`src/rtl/bram_lsu_pkg.sv`:
```
// Shared encodings for the block-RAM load/store port.
// Size codes, FSM states and lane width.
package bram_lsu_pkg;

    localparam logic [1:0] SZ_B = 2'b00;
    localparam logic [1:0] SZ_H = 2'b01;
    localparam logic [1:0] SZ_W = 2'b10;
    localparam logic [1:0] SZ_X = 2'b11;

    localparam int LANE_W = 8;

    typedef enum logic [1:0] {
        IDLE     = 2'b00,
        LD_WAIT  = 2'b01,
        ST_MERGE = 2'b10
    } state_t;

endpackage

```
`src/rtl/bram_lane_align.sv`:
```
// Lane extraction/extension for loads and lane merge for SB/SH.
// Purely combinational; shared by the load and merge paths.
module bram_lane_align
    import bram_lsu_pkg::*;
(
    input  logic [31:0] word,
    input  logic [1:0]  offset,
    input  logic [1:0]  size,
    input  logic        is_unsigned,
    input  logic [31:0] wdata,
    output logic [31:0] ldata,
    output logic [31:0] mdata
);

    logic [31:0] lane;
    logic [15:0] half;
    logic        sb;
    logic        sh;

    assign lane = word >> {offset, 3'b000};
    assign half = offset[1] ? word[31:16] : word[15:0];
    assign sb   = ~is_unsigned & lane[7];
    assign sh   = ~is_unsigned & half[15];

    always_comb begin
        ldata = word;
        mdata = wdata;
        unique case (1'b1)
            (size == SZ_B): begin
                ldata = {{24{sb}}, lane[7:0]};
                mdata = word;
                mdata[{offset, 3'b000} +: LANE_W] = wdata[7:0];
            end
            (size == SZ_H): begin
                ldata = {{16{sh}}, half};
                mdata = word;
                mdata[{offset[1], 4'b0000} +: 2*LANE_W] = wdata[15:0];
            end
            default: begin
                ldata = word;
                mdata = wdata;
            end
        endcase
    end

endmodule

```
`src/rtl/bram_lsu_port.sv`:
```
// Load/store front-end for a single-port 32-bit block RAM.
// SB/SH use read-modify-write since the RAM has no byte enables.
module bram_lsu_port
    import bram_lsu_pkg::*;
#(
    parameter int DEPTH     = 256,
    parameter int DEPTH_LOG = 8
) (
    input  logic                 clk,
    input  logic                 resetb,
    input  logic                 req,
    input  logic                 req_we,
    input  logic [31:0]          req_addr,
    input  logic [1:0]           req_size,
    input  logic                 req_unsigned,
    input  logic [31:0]          req_wdata,
    output logic                 ready,
    output logic                 ack,
    output logic                 err,
    output logic [31:0]          rdata,
    output logic                 mem_en,
    output logic                 mem_we,
    output logic [DEPTH_LOG-1:0] mem_addr,
    output logic [31:0]          mem_di,
    input  logic [31:0]          mem_do
);

    state_t               state;
    state_t               state_d;
    logic [1:0]           off_q;
    logic [1:0]           size_q;
    logic                 uns_q;
    logic [15:0]          wdata_q;
    logic [DEPTH_LOG-1:0] addr_q;

    logic        accept;
    logic        mis;
    logic        go;
    logic        is_sw;
    logic        en_c;
    logic        we_c;
    logic        ack_d;
    logic        err_d;
    logic [31:0] ldata;
    logic [31:0] mdata;
    logic        unused_ok;

    assign unused_ok = ^{req_addr[31:DEPTH_LOG+2], DEPTH[0]};

    assign accept = (state == IDLE) & req;
    assign mis    = ((req_size == SZ_H) & req_addr[0])
                  | ((req_size == SZ_W) & (req_addr[1:0] != 2'b00))
                  | (req_size == SZ_X);
    assign go     = accept & ~mis;
    assign is_sw  = req_we & (req_size == SZ_W);

    bram_lane_align u_align (
        .word        (mem_do),
        .offset      (off_q),
        .size        (size_q),
        .is_unsigned (uns_q),
        .wdata       ({16'h0000, wdata_q}),
        .ldata       (ldata),
        .mdata       (mdata)
    );

    always_ff @(posedge clk or negedge resetb) begin
        if (!resetb) state <= IDLE;
        else         state <= state_d;
    end

    always_comb begin
        state_d = state;
        unique case (1'b1)
            (state == IDLE): begin
                if (go & ~req_we)     state_d = LD_WAIT;
                else if (go & ~is_sw) state_d = ST_MERGE;
                else                  state_d = IDLE;
            end
            default: state_d = IDLE;
        endcase
    end

    always_comb begin
        en_c     = 1'b0;
        we_c     = 1'b0;
        ack_d    = 1'b0;
        err_d    = 1'b0;
        mem_addr = addr_q;
        mem_di   = mdata;
        unique case (1'b1)
            (state == IDLE): begin
                en_c     = go;
                we_c     = go & is_sw;
                ack_d    = accept & (mis | is_sw);
                err_d    = accept & mis;
                mem_addr = req_addr[DEPTH_LOG+1:2];
                mem_di   = req_wdata;
            end
            (state == ST_MERGE): begin
                en_c  = 1'b1;
                we_c  = 1'b1;
                ack_d = 1'b1;
            end
            default: ack_d = 1'b1;
        endcase
    end

    // Gate RAM strobes with reset so an abandoned RMW never writes.
    assign mem_en = en_c & resetb;
    assign mem_we = we_c & resetb;
    assign ready  = (state == IDLE) & resetb;

    always_ff @(posedge clk or negedge resetb) begin
        if (!resetb) begin
            ack     <= 1'b0;
            err     <= 1'b0;
            rdata   <= 32'h0;
            off_q   <= 2'b00;
            size_q  <= SZ_B;
            uns_q   <= 1'b0;
            wdata_q <= 16'h0;
            addr_q  <= '0;
        end else begin
            ack <= ack_d;
            err <= err_d;
            if (state == LD_WAIT) rdata <= ldata;
            if (accept) begin
                off_q   <= req_addr[1:0];
                size_q  <= req_size;
                uns_q   <= req_unsigned;
                wdata_q <= req_wdata[15:0];
                addr_q  <= req_addr[DEPTH_LOG+1:2];
            end
        end
    end

endmodule

```
`config.mk`:
```
export PLATFORM = sky130hd
export DESIGN_NAME = bram_lsu_port
export DESIGN_NICKNAME = d
export VERILOG_FILES = /design/src/rtl/bram_lsu_pkg.sv /design/src/rtl/bram_lane_align.sv /design/src/rtl/bram_lsu_port.sv
export SDC_FILE = /design/constraint.sdc
export NUM_CORES = 1
export LEC_CHECK = 0
export BUFFER_PORTS_ARGS = -buffer_cell sky130_fd_sc_hd__buf_4
export CAP_MARGIN = 25
export CORE_UTILIZATION = 44
export CTS_CLUSTER_DIAMETER = 80
export DETAILED_ROUTE_END_ITERATION = 8
export PLACE_DENSITY = 0.78
export SLEW_MARGIN = 20
export SYNTH_ARGS = -nofsm -noshare
export SYNTH_HDL_FRONTEND = slang
export SYNTH_SLANG_ARGS = --single-unit
```
`constraint.sdc`:
```
create_clock -name clk -period 2 [get_ports clk]
set_input_delay 0.1 -clock clk [delete_from_list [all_inputs] [get_ports clk]]
set_output_delay 0.1 -clock clk [all_outputs]
set_load 0.03 [all_outputs]
```
==> results.py, run 1 <==
metrics = {
    "run_status": {
        "outcome": "finished, violations left",
        "violations": "setup timing",
    },
    "layout": {
        "fillers": 627,
        "drive_above_1_share_pct": 42.2,
        "final_cells": 851,
        "area_growth_pct": 62.5,
        "stdcell_area_um2": 6740,
        "num_antenna_cells": 0,
        "nets": 843,
    },
    "flow_run": {
        "cap_violations": 0,
    },
    "setup_path": {
        "critPathMostFrequentCell": "buf_4",
        "reg2reg_to": "rdata[4]",
        "reg2reg_depth": 7,
        "cp_num_cells": 7,
        "r2r_slack_ns": 0.09,
        "max_stage_delay_ns": 0.45,
        "cp_slowest_cell": "dfrtp_2",
        "cp.required_ns": 1.90,
        "critPathArrivalTime_ns": 2.21,
        "crit_path_start_kind": "flop",
        "crit_fanout": 7,
        "timing.rr.start": "size_q[0]",
        "critPathBufInv": 3,
        "cp_top_family": "compound AO/OA/AOI/OAI gates",
        "cp-end-kind": "output port",
        "path_class": "reg2out",
        "worstPathCellList": "inv_4, buf_4, ha_1, a41o_4, a221oi_2, nor2_2, buf_4",
    },
    "drt": {
        "viasPerCell": 6.00,
        "drt_iter0_drc": 466,
        "route.antenna.remaining_nets": 0,
        "num_vias": 5102,
        "drtPass1Iterations": 5,
        "drc": 0,
        "wl_um": 16600,
        "wl_per_cell_um": 19.5,
    },
    "sta": {
        "period_share_pct": 116,
        "layout_min_cycle_time_ns": 2.31,
        "finalSetupViolCount": 32,
        "clock_skew_ns": 0.00752,
        "worst_pin_slew_ns": 0.500,
        "rsz0062_at_grt": "yes",
        "timing.fmax_ghz": 0.432,
        "setup_tns_ns": -6.29,
        "drv_slew": 0,
        "finalHoldViolCount": 0,
        "fin_ws_ns": -0.315,
        "slew_headroom_pct": 65.8,
    },
    "synthesis": {
        "synthTopCellsByArea": "dfrtp_1, nand2_1, nor2_1, a21oi_1, a221oi_1",
        "yosysTopAreaCellShare_pct": 39.2,
        "ys.flop_type": "dfrtp_1",
        "synth.largest_area_cell": "dfrtp_1",
        "mappedNetlistArea_um2": 4150,
        "yosys_warnings": 0,
        "async_reset_ff_share_pct": 100,
        "yosysSeqAreaShare_pct": 39.2,
        "synth_edf_count": 0,
        "synthCells": 535,
        "synth_nets": 643,
        "syn_area_per_cell_um2": 7.75,
        "synth.most_common_cell": "nand2_1",
        "synth-seq-cells": 65,
        "synth_common_cells": "nand2_1, nor2_1, dfrtp_1, a21oi_1, clkbuf_1",
        "synth_cell_type_count": 46,
    },
    "grt": {
        "grt_max_degree": 36,
        "antenna_found_initial": 0,
        "first_global_vias": 4801,
        "track_usage_pct": 31.9,
        "grt_pass1_wl_um": 24300,
        "grt-ovfl-total": 0,
    },
    "floorplan": {
        "start_util_pct": 45.1,
        "die_w_um": 99.1,
        "boundaryPins": 180,
        "rows": 35,
        "die_area_um2": 9820,
        "core-area_um2": 9200,
        "die_y_um": 99.1,
    },
    "worst_hold_path": {
        "hp-class": "in2reg",
        "hp-start": "req_wdata[15]",
        "worstHoldPathCells": 2,
        "hold_end": "wdata_q[15]",
    },
    "power": {
        "p_comb_share_pct": 46.9,
        "p_switching_mw": 2.37,
        "internal_power_mw": 3.49,
        "p_leak_nw": 3.18,
        "powerDensity_nw_per_um2": 869,
        "finalPower_mw": 5.85,
        "pwr-share-seq_pct": 31.6,
        "ir_drop_mv": 0.486,
        "switching_share_pct": 40.4,
        "clkPwrFrac_pct": 21.5,
    },
    "clock_network": {
        "clockBufferDepth": 2,
        "h-tree-depth": 3,
        "clk_pin_slew_ns": 0.07,
        "cts_root_buffer": "clkbuf_8",
        "cts_tree": "built",
        "cts_inserted_buffers": 9,
        "clock_latency_ns": 0.34,
        "cts.sinks": 65,
    },
    "placement": {
        "placed_area_um2": 5720,
        "gp_congestion": 0.943,
        "dp_hpwl_um": 11300,
        "preCtsSetupSlack_ns": -0.0236,
        "port_buffers": 157,
        "place_inst": 800,
    },
}
-- flip-flops by register name, summed over array words and instances, names as in the netlist --
register  flops
addr_q        8
state         2
size_q        2
wdata_q      16
rdata        32
err           1
uns_q         1
off_q         2
ack           1
-- cells in the final DEF (no fill, tap or decap), types with 4 or more instances in the layout --
master,netlist,final
a2111oi_0,9,7
a21oi_1,54,37
a21oi_2,0,13
a21oi_4,0,4
a221o_2,0,8
a221oi_1,22,5
a221oi_2,0,16
and2_1,10,10
and3_1,10,9
buf_4,0,167
buf_6,2,31
clkbuf_8,0,14
dfrtp_1,65,63
dlygate4sd3_1,0,29
ha_4,0,4
inv_1,6,4
mux2i_1,10,10
nand2_1,125,113
nand2_2,0,7
nand2_4,0,5
nand2b_1,11,10
nand3b_1,8,8
nor2_1,81,73
nor2_2,0,8
nor2b_1,8,4
o211ai_1,7,7
o21ai_0,21,21
-- cell type report --
type / instances / area, um^2 / area share, %
clock buffers: 15 / 196 / 2.91
inverters: 6 / 30.0 / 0.446
multi-input cells: 425 / 2800 / 41.6
clock inverters: 1 / 30.0 / 0.446
flip-flops and latches: 65 / 1630 / 24.2
well taps: 111 / 139 / 2.06
repair buffers: 228 / 1910 / 28.4
-- worst reg2reg max path: stages (launching register included) --
cell	delay, ns
dfrtp_1	0.44
buf_6	0.17
buf_4	0.17
nor2b_1	0.19
buf_4	0.19
a21oi_1	0.06
a2111oi_0	0.47
nor2_1	0.09
-- power by group through the flow --
stage | sequential, mW | combinational, mW | clock, mW
4_1_cts | 1.82 | 2.57 | 1.27
5_1_grt | 1.88 | 2.90 | 1.33
6_report | 1.85 | 2.74 | 1.26
3_5_place_dp | 1.84 | 2.42 | 0
3_3_place_gp | 1.82 | 2.37 | 0
2_1_floorplan | 2.20 | 1.08 | 0
-- metal layers --
metal,track usage [%],part of all wire (%)
met4,12.6,3.4
met1,41.1,39
met2,52.8,48
met5,0,0
met3,6.61,9.4
-- stage by stage --
stage / hold slack [ns] / utilization [%]
after global routing: 0.00430 / 73.3
after detailed placement: -0.0335 / 62.2
after CTS: 0.00330 / 69.9
final: 0.00739 / 73.3
after floorplan: -0.196 / -
after global placement: -0.0394 / 62.2
-- kinds of logic (layout without fill, tap and decap cells) --
family | after synthesis | after routing | synth area share (%)
adder cells (fa/ha/maj) | 5 | 5 | 1.51
flip-flops | 65 | 65 | 39.2
multiplexers | 12 | 12 | 2.96
AO/OA/AOI/OAI | 136 | 136 | 21.6
buffers and inverters | 45 | 250 | 4.65
AND/OR/NAND/NOR | 272 | 272 | 30.0
-- worst max-delay path by stage --
stage | to | from | slack, ns
after floorplan | mem_di[14] | off_q[1] | -0.005
after global placement | mem_di[6] | off_q[0] | 0.01
after detailed placement | mem_di[7] | off_q[0] | -0.02
after CTS | mem_di[28] | off_q[0] | -0.24
after global routing | mem_di[30] | off_q[0] | -0.33
final | mem_di[23] | off_q[0] | -0.31
-- what timing repair did --
item	CTS	global route
hold buffers	29	0
pin swaps	8	26
buffers inserted	2	4
gates resized for setup	38	63
endpoints found under the setup margin	32	49
hold endpoints to repair	93	0
(Power assumes the default switching activity.)
==> run 2: changes to the inputs <==
--- a/config.mk
+++ b/config.mk
@@ -7,10 +7,12 @@
 export LEC_CHECK = 0
 export BUFFER_PORTS_ARGS = -buffer_cell sky130_fd_sc_hd__buf_4
 export CAP_MARGIN = 25
-export CORE_UTILIZATION = 44
+export CELL_PAD_IN_SITES_DETAIL_PLACEMENT = 0
+export CELL_PAD_IN_SITES_GLOBAL_PLACEMENT = 1
+export CORE_UTILIZATION = 30
 export CTS_CLUSTER_DIAMETER = 80
 export DETAILED_ROUTE_END_ITERATION = 8
-export PLACE_DENSITY = 0.78
+export PLACE_DENSITY_LB_ADDON = 0.1
 export SLEW_MARGIN = 20
 export SYNTH_ARGS = -nofsm -noshare
 export SYNTH_HDL_FRONTEND = slang
==> results.py, run 2 (synthesized netlist as in run 1, its figures left out) <==
metrics = {
    "layout": {
        "nets": 854,
        "fillers": 1293,
        "final_common_cell": "buf_4",
        "top_regs": "rdata: 32 flops, wdata_q: 16 flops, addr_q: 8 flops",
        "num_antenna_cells": 0,
        "area_growth_pct": 67.4,
        "final_cells": 923,
        "drive_above_1_share_pct": 41.2,
        "largest_register_ffs": 32,
        "largest-register": "rdata",
        "final_cell_mix": "buf_4, nand2_1, nor2_1",
    },
    "drt": {
        "drtPass1Iterations": 5,
        "num_vias": 4734,
        "met1_length_um": 7520,
        "wl_per_cell_um": 17.9,
        "viasPerCell": 5.13,
        "route.antenna.remaining_nets": 0,
        "drc": 0,
        "met3_length_um": 971,
        "drt_iter0_drc": 247,
        "wl_um": 16500,
        "dr_wl_met2_um": 7820,
        "highest_layer": "met4",
    },
    "sta": {
        "fin_ws_ns": -0.220,
        "finalSetupViolCount": 32,
        "clock_skew_ns": 0.00616,
        "timing.fmax_ghz": 0.451,
        "rsz0062_at_grt": "yes",
        "drv_slew": 0,
        "layout_min_cycle_time_ns": 2.22,
        "slew_headroom_pct": 62.2,
        "finalHoldViolCount": 0,
        "worst_pin_slew_ns": 0.553,
        "period_share_pct": 111,
    },
    "placement": {
        "dp_hpwl_um": 11900,
        "preCtsSetupSlack_ns": -0.00805,
        "place_inst": 866,
        "port_buffers": 157,
        "gp_congestion": 0.897,
    },
    "setup_path": {
        "worstPathCellList": "inv_6, ha_4, nor4_2, a41o_4, a221oi_2, buf_4, nor2_2, buf_6",
        "crit_path_start_kind": "flop",
        "reg2reg_to": "rdata[5]",
        "cp.required_ns": 1.90,
        "critPathArrivalTime_ns": 2.12,
        "reg2reg_depth": 8,
        "cp_slowest_cell": "dfrtp_2",
        "cp-end-kind": "output port",
        "path_class": "reg2out",
        "max_stage_delay_ns": 0.44,
        "crit_fanout": 7,
        "cp_top_family": "compound AO/OA/AOI/OAI gates",
        "r2r_slack_ns": 0.12,
        "critPathBufInv": 3,
        "timing.rr.start": "off_q[0]",
    },
    "worst_hold_path": {
        "hp-class": "in2reg",
        "worstHoldPathCells": 3,
        "hold_end": "off_q[0]",
        "hp-start": "req_addr[0]",
    },
    "clock_network": {
        "clock_latency_ns": 0.34,
        "cts_root_buffer": "clkbuf_16",
        "cts_inserted_buffers": 9,
        "clockBufferDepth": 2,
        "cts_tree": "built",
        "clk_pin_slew_ns": 0.05,
        "h-tree-depth": 3,
        "cts.sinks": 65,
    },
    "grt": {
        "grt_pass1_wl_um": 25800,
        "grt_max_degree": 47,
        "track_usage_pct": 23.5,
        "grt-ovfl-total": 0,
        "first_global_vias": 4557,
        "antenna_found_initial": 0,
    },
    "flow_run": {
        "cap_violations": 0,
    },
    "power": {
        "finalPower_mw": 6.03,
        "p_leak_nw": 3.23,
        "ir_drop_mv": 0.363,
        "powerDensity_nw_per_um2": 868,
    },
    "floorplan": {
        "die_w_um": 120,
        "core-area_um2": 13300,
        "start_util_pct": 31.1,
        "rows": 42,
        "boundaryPins": 180,
        "die_area_um2": 14300,
        "die_y_um": 120,
    },
    "run_status": {
        "outcome": "finished, violations left",
        "violations": "setup timing",
    },
}
==> run 2: cell types whose count changed in the layout (fill, tap and decap cells not counted), sizes merged <==
cell,change
bufinv,-1
clkbuf,-4
dlygate4sd3,+1
clkinv,+1
buf,+10
==> run 2: cell type report <==
class                           instances  area (um^2)  area share [%]
Multi-Input combinational cell        425         2730            39.3
Timing Repair Buffer                  239         2080            29.9
Sequential cell                        65         1630            23.5
Clock buffer                           11          253            3.64
Tap cell                              176          220            3.17
Inverter                                6         27.5           0.396
Clock inverter                          1         5.00          0.0721
==> run 2: power by group <==
part	total, mW	switching, mW	internal, mW
Sequential	1.85	0.242	1.60
Combinational	2.75	1.57	1.19
Clock	1.43	0.554	0.875
==> run 2: stage by stage <==
step | util (%) | TNS [ns] | instance area [um^2] | hold WS [ns]
final | 52.0 | -5.16 | 6940 | 0.0260
after global routing | 52.0 | -7.37 | 6940 | 0.0477
after CTS | 51.1 | -5.08 | 6820 | 0.0173
after detailed placement | 44.0 | -0.00805 | 5880 | 0.0305
after global placement | 44.0 | 0 | 5880 | 0.0326
after floorplan | - | -0.00527 | 4320 | -0.196
==> run 2: routing by layer <==
metal,global-route usage [%],vias up
li1,-,2293
met1,31.9,2278
met2,38.0,146
met3,4.42,17
met4,6.88,0
met5,0,-
==> run 2: repair_timing <==
action / CTS / global route
gates resized for setup: 71 / 20
endpoints found under the setup margin: 41 / 42
setup buffers: 10 / 5
hold buffers: 30 / 0
pin swaps: 14 / 10
hold endpoints to repair: 48 / 0
==> run 2: worst reg2reg max path, cell delays in order (launching register included) <==
cell and delay, ns:
dfrtp_1 0.38, buf_6 0.13, buf_4 0.10, buf_4 0.13, nor2b_1 0.19, buf_4 0.19, a21oi_1 0.05, a2111oi_0 0.51
nor2_1 0.08
==> run 2: worst max-delay path by stage <==
stage	slack, ns	start	depth (start not counted)	end
3_5_place_dp	-0.008	off_q[0]	7	mem_di[26]
2_1_floorplan	-0.005	off_q[1]	8	mem_di[14]
3_3_place_gp	0.05	off_q[0]	8	mem_di[23]
4_1_cts	-0.22	off_q[1]	7	mem_di[14]
6_report	-0.22	off_q[1]	8	mem_di[23]
5_1_grt	-0.28	off_q[0]	7	mem_di[27]
==> run 3: changes to the inputs <==
--- a/config.mk
+++ b/config.mk
@@ -9,7 +9,8 @@
 export CAP_MARGIN = 25
 export CELL_PAD_IN_SITES_DETAIL_PLACEMENT = 0
 export CELL_PAD_IN_SITES_GLOBAL_PLACEMENT = 1
-export CORE_UTILIZATION = 30
+export CORE_UTILIZATION = 31
+export CTS_BUF_LIST = sky130_fd_sc_hd__clkbuf_4 sky130_fd_sc_hd__clkbuf_8
 export CTS_CLUSTER_DIAMETER = 80
 export DETAILED_ROUTE_END_ITERATION = 8
 export PLACE_DENSITY_LB_ADDON = 0.1
==> results.py, run 3 (synthesized netlist as in run 1, its figures left out) <==
metrics = {
    "placement": {
        "preCtsSetupSlack_ns": -0.0683,
        "gp_congestion": 0.875,
        "dp_hpwl_um": 12900,
        "port_buffers": 157,
    },
    "sta": {
        "fin_ws_ns": -0.247,
        "clock_skew_ns": 0.00679,
        "drv_slew": 0,
        "slew_headroom_pct": 59.1,
        "timing.fmax_ghz": 0.445,
        "rsz0062_at_grt": "yes",
        "layout_min_cycle_time_ns": 2.25,
        "worst_pin_slew_ns": 0.611,
        "finalSetupViolCount": 32,
        "period_share_pct": 112,
        "finalHoldViolCount": 0,
    },
    "drt": {
        "drtPass1Iterations": 4,
        "num_vias": 4743,
        "drc": 0,
        "wl_per_cell_um": 19.0,
        "wl_um": 17400,
        "drt_iter0_drc": 296,
        "route.antenna.remaining_nets": 0,
        "viasPerCell": 5.17,
    },
    "grt": {
        "antenna_found_initial": 0,
        "first_global_vias": 4686,
        "grt_max_degree": 37,
        "grt-ovfl-total": 0,
        "grt_pass1_wl_um": 27000,
        "track_usage_pct": 25.6,
    },
    "clock_network": {
        "cts.sinks": 65,
        "cts_inserted_buffers": 9,
        "cts_tree": "built",
        "h-tree-depth": 3,
        "clock_latency_ns": 0.36,
        "clockBufferDepth": 2,
        "clk_pin_slew_ns": 0.07,
        "cts_root_buffer": "clkbuf_8",
    },
    "setup_path": {
        "worstPathCellList": "inv_2, ha_4, or4bb_4, o22ai_2, nand2_1, a31oi_4, buf_6",
        "cp_top_family": "simple AND/OR/NAND/NOR gates",
        "cp-end-kind": "output port",
        "cp_slowest_cell": "or4bb_4",
        "crit_path_start_kind": "flop",
        "max_stage_delay_ns": 0.56,
        "cp.required_ns": 1.90,
        "crit_fanout": 5,
        "path_class": "reg2out",
        "critPathArrivalTime_ns": 2.15,
        "critPathBufInv": 2,
    },
    "layout": {
        "area_growth_pct": 64.4,
        "final_cell_mix": "buf_4, nand2_1, nor2_1",
        "nets": 849,
        "final_common_cell": "buf_4",
        "num_antenna_cells": 0,
        "top_regs": "rdata: 32 flops, wdata_q: 16 flops, addr_q: 8 flops",
        "largest-register": "rdata",
        "drive_above_1_share_pct": 40.7,
        "largest_register_ffs": 32,
    },
    "flow_run": {
        "cap_violations": 0,
    },
    "floorplan": {
        "die_w_um": 118,
        "die_area_um2": 13800,
        "start_util_pct": 32.3,
        "rows": 41,
        "die_y_um": 118,
        "core-area_um2": 12800,
        "boundaryPins": 180,
    },
    "run_status": {
        "violations": "setup timing",
        "outcome": "finished, violations left",
    },
    "power": {
        "p_leak_nw": 3.15,
        "powerDensity_nw_per_um2": 847,
        "finalPower_mw": 5.78,
        "ir_drop_mv": 0.305,
    },
    "worst_hold_path": {
        "hp-class": "in2reg",
    },
}
run 3: routing by layer:
metal  share of wire, %  global-route usage [%]  routed length (um)
met1                 43                    32.8                7530
met2                 49                    42.5                8450
met3                6.1                    5.33                1070
met4                2.1                    8.57                 372
met5                  0                       0                   0
run 3: stage by stage:
stage	util [%]	cells	instance area, um^2	setup TNS, ns	hold WS, ns
2_1_floorplan	-	535	4320	-0.00527	-0.196
3_3_place_gp	45.6	863	5850	-0.0273	-0.0790
3_5_place_dp	45.6	863	5850	-0.0683	-0.0763
4_1_cts	51.3	915	6580	-6.74	0.00748
5_1_grt	53.2	917	6820	-8.42	0.0331
6_report	53.2	917	6820	-6.22	0.0348
run 3: worst paths after layout:
check / start / slack [ns] / cells past startpoint / end
min in group asynchronous: resetb / 0.15 / 2 / err
worst min register to register: addr_q[5] / 0.48 / 2 / addr_q[5]
worst max-delay path: off_q[0] / -0.25 / 7 / mem_di[14]
worst max register to register: off_q[0] / 0.12 / 7 / rdata[8]
max in group asynchronous: resetb / 1.21 / 3 / off_q[1]
worst min-delay path: req_we / 0.03 / 3 / state[1]
run 3: area by class of cell:
class                   count  area (um^2)
clock buffers              12          159
clock inverters             3         40.0
fillers                  1258         6000
inverters                   6         27.5
multi-input cells         425         2770
flip-flops and latches     65         1630
well taps                 172          215
repair buffers            234         1980
run 3: power breakdown:
group          internal [mW]  switching (mW)
combinational           1.16            1.60
sequential              1.60           0.253
clock                  0.647           0.520
total                   3.40            2.38
run 3: what timing repair did:
item,in CTS,in global routing
hold endpoints to repair,94,0
setup endpoints to repair,32,40
pin swaps,7,13
resized for setup,43,37
buffers inserted,7,2
gates cloned,0,0
hold buffers,30,0
run 3: tightest hold or removal path, stage by stage:
cell	delay [ns]
buf_4	0.10
inv_1	0.08
a2111oi_0	0.07
